**src/rtl/regfile_scoreboard.sv**
```systemverilog
// Register file with a per-register pending (scoreboard) bit and a registered pending count.
// Define REGFILE_BYPASS_EN to forward same-cycle write data and readiness to the read ports.
module regfile_scoreboard #(
   parameter int WIDTH = 32,
   parameter int DEPTH = 32,
   parameter int AW    = 5
) (
   input  logic             clk,
   input  logic             reset,
   input  logic [AW-1:0]    rd_addr1,
   input  logic [AW-1:0]    rd_addr2,
   output logic [WIDTH-1:0] rd_data1,
   output logic [WIDTH-1:0] rd_data2,
   output logic             rd_ready1,
   output logic             rd_ready2,
   input  logic             wr_en,
   input  logic [AW-1:0]    wr_addr,
   input  logic [WIDTH-1:0] wr_data,
   input  logic             resv_en,
   input  logic [AW-1:0]    resv_addr,
   output logic [AW:0]      pend_count
);

   logic [WIDTH-1:0] r_regs [DEPTH];
   logic [DEPTH-1:0] r_pending;
   logic [AW:0]      r_pendCount;

   logic [DEPTH-1:0] w_pendNext;
   logic [AW:0]      w_popCount;
   logic             w_wrValid;
   logic             w_resvValid;
   logic [WIDTH-1:0] w_stored1;
   logic [WIDTH-1:0] w_stored2;

   assign w_wrValid   = wr_en && (wr_addr != '0);
   assign w_resvValid = resv_en && (resv_addr != '0);

   // Clear is applied before set so a same-cycle reservation keeps the register pending.
   always_comb begin
      w_pendNext = r_pending;
      if (w_wrValid)
         w_pendNext[wr_addr] = 1'b0;
      if (w_resvValid)
         w_pendNext[resv_addr] = 1'b1;
      w_pendNext[0] = 1'b0;
   end

   always_comb begin
      w_popCount = '0;
      for (int i = 0; i < DEPTH; i++)
         w_popCount = w_popCount + {{AW{1'b0}}, w_pendNext[i]};
   end

   always_ff @(posedge clk or posedge reset) begin
      if (reset) begin
         for (int i = 0; i < DEPTH; i++)
            r_regs[i] <= '0;
         r_pending   <= '0;
         r_pendCount <= '0;
      end else begin
         if (w_wrValid)
            r_regs[wr_addr] <= wr_data;
         r_pending   <= w_pendNext;
         r_pendCount <= w_popCount;
      end
   end

   assign w_stored1  = (rd_addr1 == '0) ? '0 : r_regs[rd_addr1];
   assign w_stored2  = (rd_addr2 == '0) ? '0 : r_regs[rd_addr2];
   assign pend_count = r_pendCount;

`ifdef REGFILE_BYPASS_EN
   logic w_fwd1;
   logic w_fwd2;
   logic w_resvOnWr;

   // A write that is re-reserved in the same cycle still forwards data but stays not-ready.
   assign w_resvOnWr = w_resvValid && (resv_addr == wr_addr);
   assign w_fwd1     = w_wrValid && (wr_addr == rd_addr1);
   assign w_fwd2     = w_wrValid && (wr_addr == rd_addr2);

   assign rd_data1  = w_fwd1 ? wr_data : w_stored1;
   assign rd_data2  = w_fwd2 ? wr_data : w_stored2;
   assign rd_ready1 = w_fwd1 ? ~w_resvOnWr : ~r_pending[rd_addr1];
   assign rd_ready2 = w_fwd2 ? ~w_resvOnWr : ~r_pending[rd_addr2];
`else
   assign rd_data1  = w_stored1;
   assign rd_data2  = w_stored2;
   assign rd_ready1 = ~r_pending[rd_addr1];
   assign rd_ready2 = ~r_pending[rd_addr2];
`endif

endmodule

```
**config.mk**
```make
export PLATFORM = sky130hd
export DESIGN_NAME = regfile_scoreboard
export DESIGN_NICKNAME = d
export VERILOG_FILES = /design/src/rtl/regfile_scoreboard.sv
export SDC_FILE = /design/constraint.sdc
export NUM_CORES = 2
export LEC_CHECK = 0
export ABC_AREA = 1
export CAP_MARGIN = 20
export CORE_MARGIN = 2
export CORE_UTILIZATION = 40
export CTS_CLUSTER_SIZE = 40
export DETAILED_ROUTE_END_ITERATION = 8
export GPL_TIMING_DRIVEN = 1
export PLACE_DENSITY = 0.61
export SLEW_MARGIN = 0
export SYNTH_ARGS = -nofsm -noshare
export SYNTH_HDL_FRONTEND = slang
export SYNTH_SLANG_ARGS = --single-unit
```
**constraint.sdc**
```tcl
create_clock -name clk -period 38.4 [get_ports clk]
set_clock_uncertainty 0.15 [all_clocks]
set_input_delay 5.76 -clock clk [delete_from_list [all_inputs] [get_ports clk]]
set_output_delay 5.76 -clock clk [all_outputs]
set_load 0.005 [all_outputs]
```
# Word level (Yosys, flattened, before mapping)
# Index checks and enable logic that the tools add are counted.
# totals
elab_cells	112
output_inout_bits	72
in_bits	56
register_bits	1061
# classes
bitwise_logic	8
reduce_logical	9
n_mux	21
n_addsub	30
n_lt_le_gt_ge	10
# op_table
op	n
$bwmux 1024	1
$bmux 32 s5	2
$mux 32	9
$demux 32 s5	1
$add 6x1->6	25
$and 32x32->32	1
$not 32->32	1
$or 32x32->32	1
$lt 5x6->1 const B	4
$ge 6x6->1 const B	3
$not 5->6	3
$bmux 1 s5	2
$demux 1 s5	2
$ge 5x1->1 const B	2
$logic_not 5->1	2
$reduce_bool 5->1	2
$add 5x1->6	1
$lt 6x1->1 const B	1
$add 4x1->5	1
$logic_and 1x1->1	5
$add 3x1->4	1
$mux 1	4
$add 2x1->3	1
$add 1x1->2	1
$not 1->1	2

# Longest topological paths before layout
# depth
word_depth	39
depth_mapped	25
mapped_depth_nobuf	24

# Worst setup path before layout
# OpenSTA, ideal clock, no wires.
# synth_path
kind	input-to-output
from	in rd_addr1[1]
to	out rd_data1[1]
arrival_time_ps	6915
path_buffers	3
slack_ps	25575
cell_stages	10
cell_sequence	buf_2 inv_2 buf_2 buf_1 o211ai_1 nand3_1 nand3_1 nand2_1 nand2_1 nor2_1
# synth_via
elab_chain_len	5
elab_cells_between_ends	6
cone_classes	mux (4); bitwise (1); reduce/logical (1)
# synth_lines
element	line	rtl
from (decl)	10	input logic [AW-1:0] rd_addr1,
$not 5->6 (implied by the code)	68	assign w_stored1 = (rd_addr1 == '0) ? '0 : r_regs[rd_addr1];
$bmux 32 s5	68	
$mux 32 (implied by the code) (2 in a row)	68	
$mux 32 *	68	
to (decl)	12	output logic [WIDTH-1:0] rd_data1,
# Every way passes the cells marked *; elsewhere a longest branch is shown, timed or not. The select of a mux whose other input is x is not followed.

# Worst setup path in the final report
# layout_path
from	in rd_addr2[0]
to	out rd_data2[11]
# layout_via
elab_chain_len	5
elab_cells_between_ends	6
cone_classes	mux (4); bitwise (1); reduce/logical (1)
# layout_lines
element	line	rtl
from (decl)	11	input logic [AW-1:0] rd_addr2,
$not 5->6 (implied by the code)	69	assign w_stored2 = (rd_addr2 == '0) ? '0 : r_regs[rd_addr2];
$bmux 32 s5	69	
$mux 32 (implied by the code) (2 in a row)	69	
$mux 32 *	69	
to (decl)	13	output logic [WIDTH-1:0] rd_data2,
# Marks and branches as above.

==> results.tsv <==
metric	value	unit
CP Class	input port to output pin	
dpl cell area	62200	µm²
Port-buffer cells	127	
Worst-Margin Slew	1.23	ns
Max IR drop VDD	0.000138	V
Post-Syn Instances	8794	
vias per cell	5.75	
Combinational Power Share	27.7	%
critical-path maximum fanout	117	
Hold WC Path Type	flip-flop to flip-flop	
top-area cell type share of the netlist area	43.9	%
DR iter-0 viols	8471	
RSZ-0062 raised after global routing	false	
I/O Pins	128	
share of post-route cells with drive strength above 1	4.52	%
most common cell in the netlist	nand2_1	
share of power burned in the clock network	32.6	%
initial antenna violation count	13	
Worst Hold Depth	0	
Synth area leaders	dfrtp_1 (44%), nand2_1 (19%), o21ai_0 (9.4%)	
Clock Latency Late Sink	0.74	ns
CTS tree	built	
switch share	34.4	%
Initial DRT Pass Iterations	8	
CTS Buffer Depth	3	
Crit Reg-Reg Startpoint	r_pending[6]	
delay of the slowest cell on the worst path	0.90	ns
cell taking the most area after synthesis	dfrtp_1	
wirelength, routed	248000	µm
Final Slew Violations	0	
total core area	150000	µm²
pin count of the biggest net entering global routing	190	
slowest CP cell	buf_4	
critical path's top delay family	buffers and inverters	
pwr dens	57.8	nW/µm²
slew margin rel.	18.1	%
Netlist Area Pre-Place	60500	µm²
CP dominant cell by count	nand2_1	
Worst Hold Path EP	r_regs[996]	
area grow syn2layout	9.82	%
worst-path cell chain	buf_8 > buf_4 > buf_4 > buf_4 > nand2_1 > nand3_1 > nand3_1 > nand2_1 > nand2_1 > nand3_1 > nand2_1 > nor2_1 > clkdlybuf4s50_1	
CP Launch Point	rd_addr2[0]	
fmax	59.7	MHz
#FFs+latches synth	1061	
number of global-route vias before repair	56826	
Post-CTS Hold Fix Bufs	0	
Die Width	393	µm
ANT nets after route	0	
# rows	142	
Post-Route Utilization	44.3	%
Reg area	26600	µm²
Setup TNS Final	0	ns
static leakage	0.0311	µW
global-route usage over all layers	31.8	%
Clock transition at path regs	0.06	ns
final setup violation count	0	
syn nets	8880	
fin crit share	43.7	%
Yosys cell types	28	
die area	154000	µm²
Worst Setup End Kind	output pin	
Worst Path Required	32.49	ns
switching pwr	1320	µW
DP HPWL	131000	µm
Commonest cells post-synth	nand2_1 (3002), o21ai_0 (1132), dfrtp_1 (1061)	
Register-to-Register Path Depth	19	
Post-CTS Resized	0	
CP bufs+invs	5	
GRT Residual Overflow	0	
multi-input logic area	28500	µm²
hold_sp	r_regs[996]	
initial core utilization	40.3	%
# fillers	15433	
Design Area, Final	66400	µm²
drt wl/cell	23.6	µm
post-CTS setup buffer count	0	
R2R setup slack	33.17	ns
sequential area share after synthesis	43.9	%
P_int	2520	µW
clock root cell	clkbuf_16	
global-route wire length before repair	369000	µm
CTS Buf Count	119	
# DRC	0	
Worst Setup Start Kind	input port	
fin nets	8485	
outcome	complete, no violations	
number of flops mapped to enable cells by yosys	0	
max-cap check violation count	0	
Crit Reg-Reg Endpoint	pend_count[4]	
Synthesis Warnings	0	
H-tree levels	3	
die height	393	µm
Tmin final	16.76	ns
Main synth FF type	dfrtp_1	
Final Hold Vio Count	0	
# clock sinks	1061	
Seq pwr share	39.7	%
async set-reset flop share out of synthesis	100	%
GPL Wtd Cong	0.885	
Vias	60425	
syn avg cell area	6.88	µm²
CP Data Arrival Time	10.85	ns
## state kept, by name (all words and copies together), names as in the netlist
register / cells
r_regs: 1024
pend_count: 6
r_pending: 31
## metrics by stage
| stage | total power (µW) | worst slack [ns] | hold WS (ns) | instances |
|---|---|---|---|---|
| CTS | 3840 | 21.71 | 0.253 | 10510 |
| global route | 4080 | 21.37 | 0.267 | 10513 |
| global placement | 2560 | 21.71 | 0.237 | 10293 |
| finish | 3840 | 21.64 | 0.250 | 10517 |
| detailed placement | 2590 | 21.71 | 0.238 | 10293 |
| floorplan | 2300 | 2.62 | 0.301 | 8794 |
## worst reg2reg max path: cells and delay by family (launching register included)
kind,cells,cell delay [ns]
flip-flops,1,0.33
adder cells (fa/ha/maj),8,3.53
AND/OR/NAND/NOR,2,0.18
AO/OA/AOI/OAI,1,0.31
buffers and inverters,7,0.48
XOR/XNOR,1,0.14
## area by class of cell
cell class | count | area share [%]
well taps | 2016 | 3.80
multi-input cells | 6359 | 43.0
clock inverters | 53 | 1.09
flip-flops and latches | 1061 | 40.0
diodes | 6 | 0.0226
clock buffers | 164 | 5.27
inverters | 620 | 3.58
repair buffers | 238 | 3.30
## how the worst max path moves through the flow
stage	end	slack (ns)	cells after the start
after floorplan	pend_count[0]	2.62	1
after global placement	rd_data2[11]	21.71	13
after detailed placement	rd_data2[11]	21.71	13
after CTS	rd_data2[11]	21.71	13
after global routing	rd_data2[11]	21.37	13
final	rd_data2[11]	21.64	13
## cells by family after synthesis
kind of cell	after synthesis	synth area share (%)
XOR/XNOR	3	0.0434
AO/OA/AOI/OAI	1725	15.2
adder cells (fa/ha/maj)	30	0.906
AND/OR/NAND/NOR	4601	30.8
buffers and inverters	1374	9.16
flip-flops	1061	43.9
## layout by cell type (no fill, tap or decap), types with 8 or more instances in the layout
cell type        instances
a21oi_1                336
buf_4                  108
bufinv_16               17
clkbuf_1                12
clkbuf_16              121
clkbuf_8                31
clkdlybuf4s50_1        117
clkinv_2                33
dfrtp_1               1061
fa_1                    23
inv_1                  589
inv_2                   19
nand2_1               3002
nand3_1               1012
nor2_1                 550
nor2_4                  25
nor3_1                   8
o211ai_1               214
o21ai_0               1132
o21ai_1                 17
o22ai_1                 21
## power groups by stage
stage	combinational (µW)	clock [µW]	sequential, µW
2_1_floorplan	796	0	1500
3_3_place_gp	1030	0	1530
3_5_place_dp	1060	0	1530
4_1_cts	1060	1260	1520
5_1_grt	1230	1310	1550
6_report	1060	1250	1520
## layer usage
| metal | part of all wire, % | GRT usage (%) |
|---|---|---|
| met1 | 40 | 42.9 |
| met2 | 43 | 48.6 |
| met3 | 11 | 6.70 |
| met4 | 5.4 | 15.3 |
| met5 | 0.037 | 0 |
No activity file was read; power rests on OpenSTA's default activity.
